===== src/rtl/rv_pkg.sv =====
// rv_pkg: shared RV32 front-end types, opcodes and PC helpers.
package rv_pkg;

    localparam logic [6:0]  OP_BRANCH = 7'b1100011;
    localparam logic [6:0]  OP_JAL    = 7'b1101111;
    localparam logic [6:0]  OP_IMM    = 7'b0010011;
    localparam logic [31:0] NOP_INST  = {12'd0, 5'd0, 3'b000, 5'd0, OP_IMM};

    typedef enum logic [1:0] {BOOT, RUN, HALT} fetch_state_t;

    typedef struct packed {
        logic        valid;
        logic [31:0] pc;
        logic [31:0] inst;
        logic        pred_taken;
    } if_id_t;

    localparam if_id_t BUBBLE = '{valid: 1'b0, pc: 32'd0, inst: NOP_INST, pred_taken: 1'b0};

    // Word-aligned address inside a power-of-two memory.
    function automatic logic [31:0] pc_mask(input int unsigned bytes);
        return (bytes - 32'd1) & 32'hFFFF_FFFC;
    endfunction

endpackage


===== src/rtl/fetch_predecoder.sv =====
// fetch_predecoder: static taken decision (backward branches, JAL) and target for one fetched word.
module fetch_predecoder
    import rv_pkg::*;
(
    input  logic [31:0] pc,
    input  logic [31:0] inst,
    output logic        taken,
    output logic [31:0] target
);

    logic        is_branch;
    logic        is_jal;
    logic [31:0] b_imm;
    logic [31:0] j_imm;

    assign is_branch = inst[6:0] == OP_BRANCH;
    assign is_jal    = inst[6:0] == OP_JAL;
    assign b_imm     = {{19{inst[31]}}, inst[31], inst[7], inst[30:25], inst[11:8], 1'b0};
    assign j_imm     = {{11{inst[31]}}, inst[31], inst[19:12], inst[20], inst[30:21], 1'b0};
    // A set sign bit on a branch means a backward (loop) branch.
    assign taken     = (is_branch && inst[31]) || is_jal;
    assign target    = pc + (is_jal ? j_imm : b_imm);

endmodule


===== src/rtl/instruction_fetch_stage.sv =====
// instruction_fetch_stage: RV32 PC owner and IF/ID register with boot hold-off, stall/flush, redirects and zero-word halt.
// Optional static branch prediction under FETCH_STATIC_PREDICT_EN.
module instruction_fetch_stage
    import rv_pkg::*;
#(
    parameter logic [31:0] RESET_PC    = 32'h0000_0000,
    parameter int unsigned IMEM_BYTES  = 1024,
    parameter int unsigned BOOT_CYCLES = 2
) (
    input  logic        clk,
    input  logic        reset_n,
    output logic [31:0] pc_o,
    input  logic [31:0] inst_i,
    input  logic        stall_i,
    input  logic        flush_i,
    input  logic        redirect_valid_i,
    input  logic [31:0] redirect_pc_i,
    input  logic        trap_valid_i,
    input  logic [31:0] trap_pc_i,
    output logic        ifid_valid_o,
    output logic [31:0] ifid_pc_o,
    output logic [31:0] ifid_inst_o,
    output logic        ifid_pred_taken_o,
    output logic        halted_o
);

    localparam logic [31:0] MASK = pc_mask(IMEM_BYTES);

    fetch_state_t state, state_next;
    logic [3:0]   boot_cnt, boot_next;
    logic [31:0]  pc, pc_next;
    if_id_t       ifid, ifid_next;
    logic         halted;
    logic         pred_taken;
    logic [31:0]  pred_target;

`ifdef FETCH_STATIC_PREDICT_EN
    fetch_predecoder u_predecoder (
        .pc    (pc),
        .inst  (inst_i),
        .taken (pred_taken),
        .target(pred_target)
    );
`else
    assign pred_taken  = 1'b0;
    assign pred_target = 32'd0;
`endif

    always_ff @(posedge clk or negedge reset_n) begin
        if (!reset_n) begin
            state    <= BOOT;
            boot_cnt <= 4'd0;
            pc       <= RESET_PC;
            ifid     <= BUBBLE;
            halted   <= 1'b0;
        end else begin
            state    <= state_next;
            boot_cnt <= boot_next;
            pc       <= pc_next;
            ifid     <= ifid_next;
            halted   <= state_next == HALT;
        end
    end

    always_comb begin
        state_next = state;
        boot_next  = boot_cnt;
        pc_next    = pc;
        ifid_next  = ifid;
        if (state == BOOT) begin
            boot_next  = boot_cnt + 4'd1;
            state_next = (boot_next == 4'(BOOT_CYCLES)) ? RUN : BOOT;
            ifid_next  = BUBBLE;
        end else if (trap_valid_i || redirect_valid_i) begin
            pc_next    = (trap_valid_i ? trap_pc_i : redirect_pc_i) & MASK;
            ifid_next  = BUBBLE;
            state_next = RUN;
        end else if (state == HALT) begin
            ifid_next  = BUBBLE;
        end else if (!stall_i) begin
            if (flush_i) begin
                ifid_next = BUBBLE;
            end else if (inst_i == 32'd0) begin
                ifid_next  = BUBBLE;
                state_next = HALT;
            end else begin
                ifid_next = '{valid: 1'b1, pc: pc, inst: inst_i, pred_taken: pred_taken};
                pc_next   = (pred_taken ? pred_target : pc + 32'd4) & MASK;
            end
        end
    end

    assign pc_o              = pc;
    assign ifid_valid_o      = ifid.valid;
    assign ifid_pc_o         = ifid.pc;
    assign ifid_inst_o       = ifid.inst;
    assign ifid_pred_taken_o = ifid.pred_taken;
    assign halted_o          = halted;

endmodule

===== config.mk =====
export PLATFORM = sky130hd
export DESIGN_NAME = instruction_fetch_stage
export DESIGN_NICKNAME = d
export VERILOG_FILES = /design/src/rtl/rv_pkg.sv /design/src/rtl/fetch_predecoder.sv /design/src/rtl/instruction_fetch_stage.sv
export SDC_FILE = /design/constraint.sdc
export NUM_CORES = 1
export LEC_CHECK = 0
export BUFFER_PORTS_ARGS = -buffer_cell sky130_fd_sc_hd__buf_2
export CAP_MARGIN = 20
export CORE_ASPECT_RATIO = 1.1
export CORE_UTILIZATION = 41
export DETAILED_ROUTE_END_ITERATION = 8
export PLACE_DENSITY = 0.9
export SYNTH_ARGS = -nofsm -noshare
export SYNTH_HDL_FRONTEND = slang
export SYNTH_HIERARCHICAL = 1
export SYNTH_SLANG_ARGS = --single-unit

===== constraint.sdc =====
create_clock -name clk -period 1.9 [get_ports clk]
set_input_delay 0.285 -clock clk [delete_from_list [all_inputs] [get_ports clk]]
set_output_delay 0.285 -clock clk [all_outputs]
set_load 0.05 [all_outputs]

# == After elaboration in Yosys (flattened, before gate mapping) ==
# Cells that the tools add are included.
# classes
n_addsub,2
n_eq_ne,8
mux,19
bitwise,1
n_reduce_logical,4
# ops
op,n
66-bit two-way mux,6
32-bit two-way mux,5
32-bit logical NOT,1
2-bit two-way mux,6
10-bit by 3-bit adder with 10-bit output (second input constant),1
10-bit two-way mux,1
5-bit AND reduction,1
4-bit by 1-bit adder with 4-bit output (second input constant),1
2-bit equality test (second input constant),2
4-bit by 2-bit equality test with 1-bit output (second input constant),1
2-bit by 1-bit != test with 1-bit output (second input constant),2
2-bit != test (second input constant),2
4-bit by 1-bit != test with 1-bit output (second input constant),1
2-bit logical NOT,1
1-bit logical OR,1
1-bit two-way mux,1
1-bit NOT,1
# totals
reg_bits,105
input_bits,102
output_inout_bits,99
elab_cells,42

# == Depth between registers and ports, before layout ==
# logic_depth
depth_word,8
depth_mapped,7
depth_no_buf,6

# == Worst setup path before layout ==
# OpenSTA, ideal clock, no wires.
# synth_path
kind,flip-flop to flip-flop
from,"reg pc[2], in the netlist pc_o[2]"
to,"reg pc[6], in the netlist pc_o[6]"
setup_ps,94
arrival_ps,1717
t_required_ps,1806
setup_slack_ps,89
path_stages_with_launch,7
n_path_buf,0
cell_sequence,dfrtp_1 > ha_1 > nand3_1 > o31ai_1 > mux2_2 > a21oi_1 > a211oi_1
# synth_via
elab_chain_len,6
# synth_lines
element,line_no,source
"start, declared",instruction_fetch_stage.sv:31,"logic [31:0] pc, pc_next;"
"start signal, assigned",instruction_fetch_stage.sv:59,pc <= pc_next;
10-bit by 3-bit adder with 10-bit output,instruction_fetch_stage.sv:88,pc_next = (pred_taken ? pred_target : pc + 32'd4) & MASK;
32-bit two-way mux,instruction_fetch_stage.sv:83,end else if (inst_i == 32'd0) begin
32-bit two-way mux,instruction_fetch_stage.sv:81,if (flush_i) begin
32-bit two-way mux,instruction_fetch_stage.sv:80,end else if (!stall_i) begin
32-bit two-way mux,instruction_fetch_stage.sv:78,end else if (state == HALT) begin
32-bit two-way mux,instruction_fetch_stage.sv:74,end else if (trap_valid_i || redirect_valid_i) begin
# No other way between the ends. The select of a mux whose other input is x is not followed.
# A chain may end at the register's enable or synchronous reset.

# == Final worst setup path ==
# layout_path
from,in inst_i[25]
to,"reg pc[8], in the netlist pc_o[8]"
# layout_via
elab_chain_len,3
# layout_lines
element,line_no,source
"start, declared",instruction_fetch_stage.sv:13,"input logic [31:0] inst_i,"
32-bit logical NOT,instruction_fetch_stage.sv:83,
2-bit != test (no source line),-,
5-bit AND reduction (no source line),-,
# No other way between the ends.

==> metrics.txt <==
# TYPE chip_impl_metric gauge
chip_impl_metric{name="nets",unit=""} 484
chip_impl_metric{name="tns",unit="ns"} 0
chip_impl_metric{name="dieHeight",unit="microns"} 89.8
chip_impl_metric{name="gr-usage-all-layers",unit="%"} 18.0
chip_impl_info{name="grt_setup_unrepaired",value="false"} 1
chip_impl_metric{name="r2r_cells",unit=""} 5
chip_impl_metric{name="maxCapViolCount",unit=""} 0
chip_impl_metric{name="total_design_power",unit="W"} 0.00288
chip_impl_metric{name="postSynthAreaPerCell",unit="sq um"} 10.9
chip_impl_metric{name="finalCritPeriodShare",unit="%"} 86.2
chip_impl_metric{name="synth_edf_count",unit=""} 0
chip_impl_metric{name="cts_max_path_buffers",unit=""} 2
chip_impl_metric{name="drt_first_iter_violations",unit=""} 148
chip_impl_info{name="timing_worst_setup_path_type",value="primary input to flop"} 1
chip_impl_metric{name="drive_above_1_share",unit="%"} 37.1
chip_impl_info{name="worst_path_max_delay_cell",value="sky130_fd_sc_hd__or2_1"} 1
chip_impl_metric{name="cp_data_required_time",unit="ns"} 2.08
chip_impl_info{name="final_common_cell",value="sky130_fd_sc_hd__buf_2"} 1
chip_impl_metric{name="post_synth_instance_area",unit="sq mm"} 0.00288
chip_impl_info{name="worstSetupStartpointType",value="primary input"} 1
chip_impl_metric{name="synthArstFlopShare",unit="%"} 100
chip_impl_metric{name="wire_length_of_the_first_global_routing_pass",unit="microns"} 10300
chip_impl_metric{name="detailedRoute.firstPassIterationCount",unit=""} 4
chip_impl_metric{name="worst_ir_drop_vdd",unit="mV"} 0.459
chip_impl_metric{name="antenna_found_initial",unit=""} 0
chip_impl_metric{name="initial_utilization",unit="%"} 43.1
chip_impl_metric{name="n_antenna_cell",unit=""} 0
chip_impl_info{name="cp_cell_sequence",value="buf_2 > nor4_1 > buf_4 > nand4_1 > or2_1 > buf_4 > a211oi_1 > a311oi_1"} 1
chip_impl_metric{name="achievable-frequency",unit="GHz"} 0.611
chip_impl_metric{name="cts_resized",unit=""} 0
chip_impl_metric{name="setup_violating_endpoint_count_in_the_final_report",unit=""} 0
chip_impl_metric{name="fin_skew",unit="ns"} 0.00524
chip_impl_info{name="hp-class",value="primary input to flop"} 1
chip_impl_metric{name="grt-ovfl-total",unit=""} 0
chip_impl_metric{name="ant_nets",unit=""} 0
chip_impl_metric{name="grt_start_max_net_pins",unit=""} 57
chip_impl_metric{name="cpPeakStageDelay",unit="ns"} 0.35
chip_impl_metric{name="critical_path.max_fanout",unit=""} 5
chip_impl_metric{name="seq_cells_post_synth",unit=""} 56
chip_impl_metric{name="vias_per_cell",unit=""} 5.07
chip_impl_info{name="layout.cells.most_common_list",value="sky130_fd_sc_hd__buf_2, sky130_fd_sc_hd__dfrtp_1, sky130_fd_sc_hd__conb_1, sky130_fd_sc_hd__a22o_1, sky130_fd_sc_hd__buf_4"} 1
chip_impl_info{name="synth_ff_type",value="sky130_fd_sc_hd__dfrtp_1"} 1
chip_impl_metric{name="ys_types",unit=""} 47
chip_impl_metric{name="route.final.wire_length",unit="microns"} 6570
chip_impl_metric{name="routed_wl_per_cell",unit="microns"} 14.2
chip_impl_info{name="min_from",value="inst_i[7]"} 1
chip_impl_metric{name="finalCriticalPeriod",unit="ns"} 1.64
chip_impl_metric{name="p_leak",unit="nW"} 1.88
chip_impl_metric{name="synthToLayoutAreaGrowth",unit="%"} 22.7
chip_impl_info{name="cp-end-kind",value="flop"} 1
chip_impl_info{name="worst_reg2reg_endpoint",value="ifid_inst_o[9]"} 1
chip_impl_info{name="hold_path_endpoint",value="ifid_inst_o[7]"} 1
chip_impl_metric{name="floorplan.io_pins",unit=""} 201
chip_impl_metric{name="hold_depth",unit=""} 2
chip_impl_metric{name="clkSlewWorstSetupHoldPaths",unit="ns"} 0.10
chip_impl_metric{name="clock_tree.htree_level_count",unit=""} 2
chip_impl_metric{name="die_area",unit="sq mm"} 0.00735
chip_impl_metric{name="postSynthCellCount",unit=""} 264
chip_impl_info{name="root_buffer",value="sky130_fd_sc_hd__clkbuf_8"} 1
chip_impl_metric{name="numCtsBuffers",unit=""} 5
chip_impl_info{name="cts_tree",value="done"} 1
chip_impl_metric{name="cp_data_arrival_time",unit="ns"} 1.82
chip_impl_metric{name="power.density_cell_area",unit="mW/mm^2"} 815
chip_impl_metric{name="routed-via-count",unit=""} 2342
chip_impl_metric{name="coreArea",unit="sq mm"} 0.00667
chip_impl_metric{name="yosysWarningCount",unit=""} 6
chip_impl_metric{name="timing.reg2reg.setup_slack",unit="ns"} 0.40
chip_impl_metric{name="numClockSinks",unit=""} 56
chip_impl_metric{name="buffer_ports.inserted",unit=""} 103
chip_impl_metric{name="remaining_drc_errors",unit=""} 0
chip_impl_metric{name="worstSkewPairLatency",unit="ns"} 0.30
chip_impl_metric{name="place.gp.congestion",unit=""} 0.803
chip_impl_metric{name="slew_viol_final",unit=""} 0
chip_impl_metric{name="grt_pass1_vias",unit=""} 2129
chip_impl_metric{name="holdWs",unit="ns"} 0.208
chip_impl_metric{name="die_width",unit="microns"} 81.8
chip_impl_info{name="timing.critical_path.mode_cell",value="sky130_fd_sc_hd__buf_4"} 1
chip_impl_metric{name="synth_seq_area_share",unit="%"} 48.9
chip_impl_metric{name="finalHoldViolCount",unit=""} 0
chip_impl_metric{name="placementRows",unit=""} 31
chip_impl_info{name="timing.rr.start",value="state[0]"} 1
chip_impl_info{name="outcome",value="completed"} 1
chip_impl_metric{name="dp.final_hpwl",unit="microns"} 5020
-- per-stage QoR --
step	cells	utilization (%)	setup WS (ns)	instance area (sq um)
floorplan	312	-	0.0889	3060
global placement	453	50.7	-0.0538	3380
detailed placement	453	50.7	-0.0329	3380
CTS	462	52.9	0.253	3530
global route	462	52.9	0.192	3530
finish	462	52.9	0.263	3530
-- routing by layer --
layer,global-route usage [%],wire length (microns)
met3,4.16,407
met2,30.5,3300
met5,0,0
met4,4.68,38
met1,22.6,2830
-- cell families after synthesis --
family / Yosys count / share of synthesized area (%)
AO/OA/AOI/OAI: 72 / 19.9
other: 1 / 0.130
AND/OR/NAND/NOR: 59 / 10.7
adder cells (fa/ha/maj): 3 / 1.31
multiplexers: 4 / 1.52
XOR/XNOR: 5 / 1.52
buffers and inverters: 64 / 16.0
flip-flops: 56 / 48.9
-- power by group --
group          switching [W]  internal [W]
clock               0.000390      0.000531
sequential         0.0000453       0.00124
combinational       0.000517      0.000156
-- critical path, delay by kind of cell --
kind	cells	cell delay (ns)
compound gates	2	0.32
buf+inv	3	0.42
simple gates	3	0.78
-- worst max path at each step --
stage	from	to	slack [ns]	depth (start not counted)
2_1_floorplan	pc_o[2]	pc_o[6]	0.09	6
3_3_place_gp	inst_i[25]	pc_o[4]	-0.05	7
3_5_place_dp	inst_i[25]	pc_o[8]	-0.03	8
4_1_cts	inst_i[25]	pc_o[8]	0.25	8
5_1_grt	inst_i[25]	pc_o[8]	0.19	8
6_report	inst_i[25]	pc_o[8]	0.26	8
-- flip-flops by register name, summed over array words and instances (netlist names) --
register / cells
ifid_valid_o: 1
boot_cnt: 4
state: 2
pc_o: 8
halted_o: 1
ifid_inst_o: 32
ifid_pc_o: 8
-- cells in the mapped netlist (2+ instances only) --
master                     count  area share [%]
sky130_fd_sc_hd__dfrtp_1      53              46
sky130_fd_sc_hd__o32a_1        2            0.70
sky130_fd_sc_hd__buf_6         4             1.6
sky130_fd_sc_hd__inv_1         2            0.26
sky130_fd_sc_hd__o21ai_0       3            0.52
sky130_fd_sc_hd__clkbuf_1      3            0.39
sky130_fd_sc_hd__a31oi_1       2            0.44
sky130_fd_sc_hd__mux2_2        3             1.2
sky130_fd_sc_hd__a22o_1       36              11
sky130_fd_sc_hd__a211oi_1      4             1.0
sky130_fd_sc_hd__a21oi_1       9             1.6
sky130_fd_sc_hd__xnor2_1       3            0.91
sky130_fd_sc_hd__o31ai_1       3            0.78
sky130_fd_sc_hd__nand3_1       7             1.2
sky130_fd_sc_hd__ha_1          3             1.3
sky130_fd_sc_hd__nor2b_1       2            0.44
sky130_fd_sc_hd__buf_2         5            0.87
sky130_fd_sc_hd__and3_1        2            0.44
sky130_fd_sc_hd__nor3_1        4            0.70
sky130_fd_sc_hd__dfstp_2       3             2.7
sky130_fd_sc_hd__nor4_1        8             1.7
sky130_fd_sc_hd__buf_4        49              13
sky130_fd_sc_hd__xor2_1        2            0.61
sky130_fd_sc_hd__nand2_1      15             2.0
sky130_fd_sc_hd__o22a_1        3            0.91
sky130_fd_sc_hd__nand4_1       3            0.65
sky130_fd_sc_hd__nor2_1       11             1.4
-- cell type report --
cell class              count  area [sq um]
flip-flops and latches     56          1410
clock inverters             3          68.8
multi-input cells         192          1190
fillers                   617          3140
repair buffers            122           686
inverters                   2          7.51
well taps                  82           103
clock buffers               5          68.8
-- what timing repair did --
action / CTS / global route
buffers inserted: 0 / 0
hold buffers: 1 / 0
hold endpoints to repair: 53 / 0
Power figures use the tool's default switching activity.
